--- src/rtl/ctrl_sequencer.sv ---
// ctrl_sequencer: steps each instruction through FETCH, NEXT and EXEC with a
// one-hot step vector, variable EXEC length, conditional skip and retire count.
//
// Ports:
//   clk, reset        rising-edge clock, synchronous active-high reset
//   start             leave IDLE (ignored elsewhere)
//   run, step_mode,   issue gating, sampled only in WAIT
//   step_req
//   opcode, exec_len, instruction fields, sampled on the last NEXT step
//   cond
//   phase             IDLE=0 WAIT=1 FETCH=2 NEXT=3 EXEC=4
//   step              one-hot step inside FETCH/NEXT/EXEC
//   op_onehot         decoded latched opcode, EXEC only
//   fetch_start       first FETCH step
//   op_start          first EXEC step
//   instr_done        retirement pulse (first WAIT cycle after an instruction)
//   skipped           EXEC was skipped for the retiring instruction
//   running           not IDLE
//   instr_count       retired instructions, wrapping
module ctrl_sequencer #(
    parameter int                  OPC_W     = 3,
    parameter int                  STEPS     = 5,
    parameter logic [2**OPC_W-1:0] COND_MASK = 8'b0100_0000,
    parameter int                  CNT_W     = 16,
    localparam int                 LEN_W     = $clog2(STEPS + 1),
    localparam int                 OPS       = 2**OPC_W
) (
    input  logic             clk,
    input  logic             reset,
    input  logic             start,
    input  logic             run,
    input  logic             step_mode,
    input  logic             step_req,
    input  logic [OPC_W-1:0] opcode,
    input  logic [LEN_W-1:0] exec_len,
    input  logic             cond,
    output logic [2:0]       phase,
    output logic [STEPS-1:0] step,
    output logic [OPS-1:0]   op_onehot,
    output logic             fetch_start,
    output logic             op_start,
    output logic             instr_done,
    output logic             skipped,
    output logic             running,
    output logic [CNT_W-1:0] instr_count
);

    typedef enum logic [2:0] {
        P_IDLE  = 3'd0,
        P_WAIT  = 3'd1,
        P_FETCH = 3'd2,
        P_NEXT  = 3'd3,
        P_EXEC  = 3'd4
    } phase_t;

    localparam logic [LEN_W-1:0] ONE  = LEN_W'(1);
    localparam logic [LEN_W-1:0] LAST = LEN_W'(STEPS - 1);
    localparam logic [LEN_W-1:0] MAXL = LEN_W'(STEPS);

    phase_t           phase_q, phase_d;
    logic [LEN_W-1:0] idx_q, idx_d;
    logic [OPC_W-1:0] op_q, op_d;
    logic [LEN_W-1:0] len_q, len_d;
    logic             done_q, done_d;
    logic             skip_q, skip_d;
    logic [CNT_W-1:0] cnt_q;

    logic             issue;
    logic             cond_block;
    logic [LEN_W-1:0] len_eff;

    assign issue      = run & (~step_mode | step_req);
    assign cond_block = COND_MASK[opcode] & ~cond;

    // Zero-length means a single EXEC step; oversize clamps to STEPS.
    always_comb begin
        if (exec_len == '0) begin
            len_eff = ONE;
        end else if (exec_len > MAXL) begin
            len_eff = MAXL;
        end else begin
            len_eff = exec_len;
        end
    end

    always_ff @(posedge clk) begin
        if (reset) begin
            phase_q <= P_IDLE;
            idx_q   <= '0;
            op_q    <= '0;
            len_q   <= '0;
            done_q  <= 1'b0;
            skip_q  <= 1'b0;
            cnt_q   <= '0;
        end else begin
            phase_q <= phase_d;
            idx_q   <= idx_d;
            op_q    <= op_d;
            len_q   <= len_d;
            done_q  <= done_d;
            skip_q  <= skip_d;
            if (done_q) begin
                cnt_q <= cnt_q + CNT_W'(1);
            end
        end
    end

    always_comb begin
        phase_d = phase_q;
        idx_d   = idx_q;
        op_d    = op_q;
        len_d   = len_q;
        done_d  = 1'b0;
        skip_d  = 1'b0;
        unique case (phase_q)
            P_IDLE: begin
                if (start) begin
                    phase_d = P_WAIT;
                end
            end
            P_WAIT: begin
                if (issue) begin
                    phase_d = P_FETCH;
                    idx_d   = '0;
                end
            end
            P_FETCH: begin
                if (idx_q == LAST) begin
                    phase_d = P_NEXT;
                    idx_d   = '0;
                end else begin
                    idx_d = idx_q + ONE;
                end
            end
            P_NEXT: begin
                if (idx_q == LAST) begin
                    op_d  = opcode;
                    len_d = len_eff;
                    idx_d = '0;
                    if (cond_block) begin
                        phase_d = P_WAIT;
                        done_d  = 1'b1;
                        skip_d  = 1'b1;
                    end else begin
                        phase_d = P_EXEC;
                    end
                end else begin
                    idx_d = idx_q + ONE;
                end
            end
            P_EXEC: begin
                if (idx_q == len_q - ONE) begin
                    phase_d = P_WAIT;
                    idx_d   = '0;
                    done_d  = 1'b1;
                end else begin
                    idx_d = idx_q + ONE;
                end
            end
            default: begin
                phase_d = P_IDLE;
                idx_d   = '0;
            end
        endcase
    end

    always_comb begin
        step        = '0;
        op_onehot   = '0;
        fetch_start = 1'b0;
        op_start    = 1'b0;
        unique case (phase_q)
            P_FETCH: begin
                step        = STEPS'(1) << idx_q;
                fetch_start = (idx_q == '0);
            end
            P_NEXT: begin
                step = STEPS'(1) << idx_q;
            end
            P_EXEC: begin
                step      = STEPS'(1) << idx_q;
                op_onehot = OPS'(1) << op_q;
                op_start  = (idx_q == '0);
            end
            default: begin
            end
        endcase
    end

    assign phase       = phase_q;
    assign running     = (phase_q != P_IDLE);
    assign instr_done  = done_q;
    assign skipped     = skip_q;
    assign instr_count = cnt_q;

endmodule

--- config.mk ---
export PLATFORM = sky130hd
export DESIGN_NAME = ctrl_sequencer
export DESIGN_NICKNAME = d
export VERILOG_FILES = /design/src/rtl/ctrl_sequencer.sv
export SDC_FILE = /design/constraint.sdc
export NUM_CORES = 1
export LEC_CHECK = 0
export BUFFER_PORTS_ARGS = -buffer_cell sky130_fd_sc_hd__buf_2
export CAP_MARGIN = 20
export CORE_MARGIN = 3
export CORE_UTILIZATION = 41
export CTS_BUF_LIST = sky130_fd_sc_hd__clkbuf_8 sky130_fd_sc_hd__clkbuf_16
export CTS_CLUSTER_DIAMETER = 40
export DETAILED_ROUTE_END_ITERATION = 8
export PLACE_DENSITY_LB_ADDON = 0.12
export SYNTH_ARGS = -nofsm -noshare
export SYNTH_HDL_FRONTEND = slang
export SYNTH_SLANG_ARGS = --single-unit
--- constraint.sdc ---
create_clock -name clk -period 1.5 [get_ports clk]
set_input_delay 0.3 -clock clk [delete_from_list [all_inputs] [get_ports clk]]
set_output_delay 0.3 -clock clk [all_outputs]
set_load 0.005 [all_outputs]
-- After elaboration in Yosys (flattened, before gate mapping)
Memory sizes are Yosys's and may differ from the RTL's.
Index checks and enable logic that the tools add are counted.
- reduce and logical (&&, ||, !) cells: 10
- mux-type cells: 22
- shift operators: 2
- order comparisons: 2
- add/sub/neg operators: 3
- eq/ne operators: 11
- bitwise gates (word level): 7
- operators by type and width (operator ; number):
    3-bit 2-to-1 mux ; 11
    16-bit by 1-bit adder with 16-bit output (second input constant) ; 1
    3-bit case mux with 5 select lines ; 1
    3-bit case mux with 4 select lines ; 1
    2-bit inequality test (second input constant) ; 5
    3-bit logical NOT ; 3
    8-bit 2-to-1 mux ; 1
    1-bit by 3-bit << shifter with 8-bit output (first input constant) ; 1
    3-bit by 2-bit equality test with 1-bit output (second input constant) ; 2
    3-bit equality test (second input constant) ; 2
    1-bit 2-to-1 mux ; 6
    5-bit 2-to-1 mux ; 1
    5-bit AND reduction ; 1
    1-bit by 3-bit << shifter with 5-bit output (first input constant) ; 1
    3-bit by 4-bit less-than comparator with 1-bit output (second input constant) ; 1
    1-bit NOT ; 4
    2-bit AND reduction ; 2
    2-bit OR reduction ; 2
    3-bit by 1-bit adder with 3-bit output (second input constant) ; 1
    3-bit by 1-bit equality test with 1-bit output (second input constant) ; 1
    3-bit equality test ; 1
    3-bit greater-than comparator (second input constant) ; 1
    3-bit nonzero test ; 1
    3-bit OR reduction ; 1
    other kinds (4) ; 5
- input port bits: 13
- ROM bits: 8
- bits in registers: 30
- memories kept: 1
- memories (memory ; words ; bits a word ; rd ports ; clocked after memory_dff ; write ports ; RTL line ; source):
    (name not given) ; 8 ; 1 ; 1 ; 0 ; 0 ; 73 ; assign cond_block = COND_MASK[opcode] & ~cond;

-- Longest topological paths before layout
Gate-level depths: netlist of run 1.
- word-level depth: 6
- depth in mapped cells: 6

-- Worst setup path after synthesis of run 1
Ideal clock, no wire load.
- path kind: register -> output
- from: register phase_q[2], in the netlist phase[2]
- to: output port step[1]
- stages on the path, launching flop included: 6
- buffers on the path: 2
- path slack: -0.195 ns
- required time: 1.200 ns
- arrival time: 1.395 ns
- cell sequence: dfxtp_1 > buf_2 > or3b_1 > buf_2 > and2_1 > nor3b_1
- longest elaborated chain between the ends: 3
- ends and longest elaborated chain (item ; RTL line ; source):
    start: declaration ; 60 ; phase_t phase_q, phase_d;
    start signal: assignment ; 96 ; phase_q <= phase_d;
    3-bit equality test or 3-bit by 2-bit equality test with 1-bit output (tied branches) ; 172 ; unique case (phase_q)
    3-bit OR reduction (no source line) (*) ; - ;
    5-bit 2-to-1 mux (*) ; - ;
    end: declaration ; 38 ; output logic [STEPS-1:0] step,
Mark *: on every way between the ends. The rest lies on a longest branch, timed or not.

-- Final worst setup path of run 1
- from: register phase_q[0], in the netlist phase[0]
- to: output port step[1]
Same word-level chain as after synthesis.

==> impl_metrics.yaml, run 1 <==
detailed_routing:
  ant_nets: 0
  vias: 1635
  drt_iter0_markers: 57
  wl_um: 4248
  vias_per_cell: 4.985
  wl_per_cell_um: 12.95
  drt-pass1-iter-count: 4
  drc: 0
layout:
  final_cell_mix: "buf_2, buf_4, nor2_1"
  drive_above_1_share: 0.5536
  area_growth_pct: 60.26
  final_common_cell: "buf_2"
  final_util: 0.6969
  antenna_cells: 0
  fillers: 308
  fin_nets: 299
synthesis:
  yosysWarnings: 0
  syn_nets: 209
  ys_types: 46
  synth_top_cell_by_area: "dfxtp_1"
  synthArstFlopShare: 0
  synth_area_leaders: "dfxtp_1, nor2_1, ha_1"
  avgSynthCellArea_um2: 8.613
  netlist_area_um2: 1628
  synth_edf_count: 0
  synth.yosys.seq_area_share: 0.3689
  netlist_instances: 189
  synthFlopType: "dfxtp_1"
  synth_top_cell_area_share: 0.3689
  synth-seq-cells: 30
global_routing:
  globalRouteTotalUtil: 0.1633
  grt_pass1_wl_um: 6486
  antenna_found_initial: 0
  grt_pass1_vias: 1464
  grt_max_degree: 19
  grt_overflow_total: 0
clocking:
  clk_pin_slew_ns: 0.06
  h-tree-depth: 2
  cts_tree: "built"
  insertion_delay_ns: 0.28
  cts.path.max_buffers: 2
  cts_made_buffers: 5
  clkSinkCount: 30
  clk_root_buffer_cell: "clkbuf_8"
status:
  status: "complete, but fails checks"
  violations: "setup timing"
sta:
  period_share: 1.206
  fin_skew_ns: 0.007285
  setup_violations: 20
  worstMarginPinSlew_ns: 0.3287
  max-slew-margin-rel: 0.7801
  setup_ws_ns: -0.3094
  drv_slew: 0
  finalCriticalPeriod_ns: 1.809
  rsz0062_at_grt: "true"
  fmax_mhz: 552.7
  hold_violations: 0
power:
  power_density_nw_per_um2: 862.5
  power_frac_comb: 0.287
  swShare: 0.2749
  power_frac_clock: 0.338
  ir_worst_vdd_v: 0.0004978
  leakage_nw: 1.219
  p_sw_mw: 0.6185
  seqPwrFrac: 0.375
  p_int_mw: 1.631
  power.total_mw: 2.250
worst_setup_path:
  critPathRequiredTime_ns: 1.20
  critPathBufInv: 1
  cp_slowest_cell: "or3b_4"
  end_kind: "primary output"
  cp_slowest_stage_delay_ns: 0.39
  critical_path.max_fanout: 5
  crit_chain: "or3b_4 -> and2_4 -> nor3b_2 -> buf_2"
  cp.arrival_ns: 1.51
  path_class: "reg2out"
  cp-start-kind: "register"
  cp_top_family: "simple AND/OR/NAND/NOR gates"
floorplanning:
  dieArea_um2: 4762
  num_rows: 22
  die_h_um: 69.01
  core_area_um2: 3744
  start_util: 0.4348
  die_w_um: 69.01
  io_pins: 50
run:
  cap_violations: 0
placement:
  hpwl_um: 2797
  place_congestion: 0.8184
  port_buffers: 49
  post-place-ws_ns: -0.02111
min_path:
  hold_path.class: "in2reg"
==> layout make-up <==
type,count,area [um^2],area share
multi-input combinational,142,1175,0.4504
timing repair buffer,92,620.6,0.2379
sequential,30,613.1,0.2350
clock buffer,8,110.1,0.04221
tap,48,60.06,0.02302
inverter,8,30.03,0.01151
==> cells in the mapped netlist (3+ instances only) <==
cell type and n:
nor2_1 30, o21ai_0 3, xor2_1 8, xnor2_1 5, nor3b_1 3, nand2b_1 6
mux2i_1 6, dfxtp_1 30, nor3_1 9, nand3_1 4, inv_1 8, a21oi_1 8
nand2_1 16, buf_2 6, nand4_1 4, ha_1 7
==> logic make-up (layout without fill, tap and decap cells) <==
logic type,after synthesis,after routing,share of synthesized area
simple gates,91,91,0.3044
fa+ha+maj,7,7,0.05380
mux,7,7,0.04612
compound gates,23,23,0.09916
xor+xnor,14,14,0.08378
flops,30,30,0.3689
buf+inv,17,108,0.04381
==> per-stage QoR <==
stage	hold WS (ns)	TNS [ns]	std cells	cell area (um^2)
CTS	0.2656	-2.870	319	2349
floorplan	0.4461	-0.2937	189	1673
global route	0.2835	-4.444	328	2609
global placement	0.4578	0	306	2146
finish	0.2701	-2.991	328	2609
detailed placement	0.4672	-0.02926	306	2146
==> power groups by stage <==
stage          logic [mW]  registers, mW  clock network, mW
5_1_grt             0.702          0.847              0.808
2_1_floorplan       0.244          0.866                  0
3_3_place_gp        0.420          0.855                  0
3_5_place_dp        0.422          0.857                  0
6_report            0.645          0.844              0.761
4_1_cts             0.504          0.843              0.785
==> worst reg2reg max path, delay by kind of cell, from the launching register on <==
kind                   cells  cell delay (ns)
DFF                        1             0.32
buffers and inverters      5             0.66
AOI/OAI and AO/OA          3             0.42
==> what timing repair did <==
item | in CTS | in global routing
setup endpoints to repair | 16 | 32
gates cloned | 0 | 1
hold buffers | 0 | 0
resized for setup | 15 | 40
pin swaps | 9 | 18
buffers inserted | 5 | 8
==> sequential cells by signal (all words and copies together), names as in the netlist <==
signal / flops
instr_count: 16
op_q: 3
phase: 3
idx_q: 3
instr_done: 1
skipped: 1
len_q: 3
==> layer usage <==
metal / up-vias / track usage / routed length, um
met5: - / 0 / 0
met4: 0 / 0.05206 / 35
met3: 5 / 0.04665 / 232
met2: 43 / 0.2638 / 2131
met1: 760 / 0.2093 / 1848
li1: 827 / - / -
==> worst paths after layout <==
kind | start | to | slack, ns | cells past startpoint
max | phase[0] | step[1] | -0.31 | 4
min | opcode[0] | op_q[0] | 0.27 | 3
max reg2reg | phase[0] | phase[0] | -0.03 | 8
min reg2reg | len_q[1] | len_q[1] | 0.47 | 2
Power figures use the tool's default switching activity.
==> inputs of run 2 (changes only) <==
--- a/config.mk
+++ b/config.mk
@@ -7,8 +7,9 @@
 export LEC_CHECK = 0
 export BUFFER_PORTS_ARGS = -buffer_cell sky130_fd_sc_hd__buf_2
 export CAP_MARGIN = 20
+export CORE_ASPECT_RATIO = 1.75
 export CORE_MARGIN = 3
-export CORE_UTILIZATION = 41
+export CORE_UTILIZATION = 54
 export CTS_BUF_LIST = sky130_fd_sc_hd__clkbuf_8 sky130_fd_sc_hd__clkbuf_16
 export CTS_CLUSTER_DIAMETER = 40
 export DETAILED_ROUTE_END_ITERATION = 8
==> constraint.sdc (replaced) <==
create_clock -name clk -period 2.1 [get_ports clk]
set_input_delay 0.42 -clock clk [delete_from_list [all_inputs] [get_ports clk]]
set_output_delay 0.42 -clock clk [all_outputs]
set_load 0.005 [all_outputs]
==> impl_metrics.yaml, run 2 (synthesized netlist as in run 1, its figures left out) <==
clocking:
  clk_pin_slew_ns: 0.06
  cts_tree: "built"
  insertion_delay_ns: 0.28
  cts_made_buffers: 5
  cts_resized: 0
  cts_hold_buf: 0
  cts.path.max_buffers: 2
  post_cts.repair.setup_buffers: 0
  clk_root_buffer_cell: "clkbuf_8"
  clkSinkCount: 30
  h-tree-depth: 2
detailed_routing:
  wl_met1_um: 1359
  met2_length_um: 1971
  drt-pass1-iter-count: 4
  top_layer_used: "met4"
  ant_nets: 0
  route.met3.wl_um: 130
  drc: 0
  wl_um: 3527
  vias: 1484
  vias_per_cell: 5.517
  wl_per_cell_um: 13.11
  drt_iter0_markers: 24
status:
  status: "finished clean"
floorplanning:
  die_h_um: 78.63
  dieArea_um2: 3735
  num_rows: 25
  die_w_um: 47.51
  core_area_um2: 2784
  io_pins: 50
  start_util: 0.5847
placement:
  place_congestion: 0.8001
  placed_cells: 261
  port_buffers: 49
  hpwl_um: 2736
global_routing:
  antenna_found_initial: 0
  grt_pass1_vias: 1397
  grt_pass1_wl_um: 6072
  globalRouteTotalUtil: 0.2193
  grt_overflow_total: 0
  grt_max_degree: 31
sta:
  setup_violations: 0
  holdWs_ns: 0.3962
  rsz0062_at_grt: "false"
  max-slew-margin-rel: 0.6657
  finalCriticalPeriod_ns: 1.959
  fmax_mhz: 510.5
  worstMarginPinSlew_ns: 0.5015
  hold_violations: 0
  period_share: 0.9328
  fin_skew_ns: 0.008084
  tns_ns: 0
  drv_slew: 0
power:
  power_density_nw_per_um2: 691.1
  leakage_nw: 0.9361
  ir_worst_vdd_v: 0.0007170
worst_setup_path:
  end_kind: "primary output"
  cp.arrival_ns: 1.54
  path_class: "reg2out"
  critPathRequiredTime_ns: 1.68
  critical_path.max_fanout: 10
  cp-start-kind: "register"
run:
  cap_violations: 0
layout:
  final_cell_mix: "buf_2, nor2_1, dfxtp_1"
  layout.cells.non_filler: 269
  area_growth_pct: 24.44
  antenna_cells: 0
  largest_reg_flops: 16
  drive_above_1_share: 0.3058
  final_common_cell: "buf_2"
  fin_nets: 261
min_path:
  hold_path.class: "in2reg"
-- run 2: changes by cell type in the layout (fill, tap and decap cells not counted), sizes merged --
cell	delta
buf	-37
clkbuf	-4
inv	+2
bufinv	+1
-- run 2: worst paths after layout --
path / from / end / slack (ns) / cells past startpoint
worst max-delay path: phase[1] / step[1] / 0.14 / 4
worst min-delay path: opcode[1] / op_q[1] / 0.40 / 3
worst max register to register: instr_done / instr_count[13] / 0.38 / 4
worst min register to register: len_q[1] / len_q[1] / 0.47 / 2
-- run 2: metal layers --
layer / up-vias / global-route usage
li1: 759 / -
met5: - / 0
met3: 6 / 0.05505
met4: 0 / 0.09141
met2: 29 / 0.3804
met1: 690 / 0.2335
-- run 2: worst max-delay path, stage by stage (launching register included) --
cell and delay, ns:
dfxtp_2 0.36, or3b_1 0.39, and2_1 0.23, nor3b_2 0.16
buf_2 0.13
-- run 2: through the flow --
step | util | instance area [um^2] | setup WS, ns | power, mW
5_1_grt | 0.7276 | 2026 | 0.02448 | 1.468
3_3_place_gp | 0.6836 | 1903 | 0.4059 | 0.8498
4_1_cts | 0.7218 | 2009 | 0.05025 | 1.414
3_5_place_dp | 0.6836 | 1903 | 0.3608 | 0.8582
6_report | 0.7276 | 2026 | 0.1411 | 1.400
2_1_floorplan | - | 1628 | 0.2847 | 0.7664
-- run 2: layout make-up --
cell class                 instances  area [um^2]
clock buffer                       5        68.82
clock inverter                     3        37.54
fill                             233        758.2
inverter                           8        30.03
multi-input combinational        142        970.9
sequential                        30        601.8
tap                               27        33.78
timing repair buffer              54        282.8
-- run 2: power breakdown --
group	internal (mW)	switching, mW	leakage [nW]
clock	0.345	0.207	0.0607
combinational	0.111	0.123	0.633
sequential	0.589	0.0250	0.242
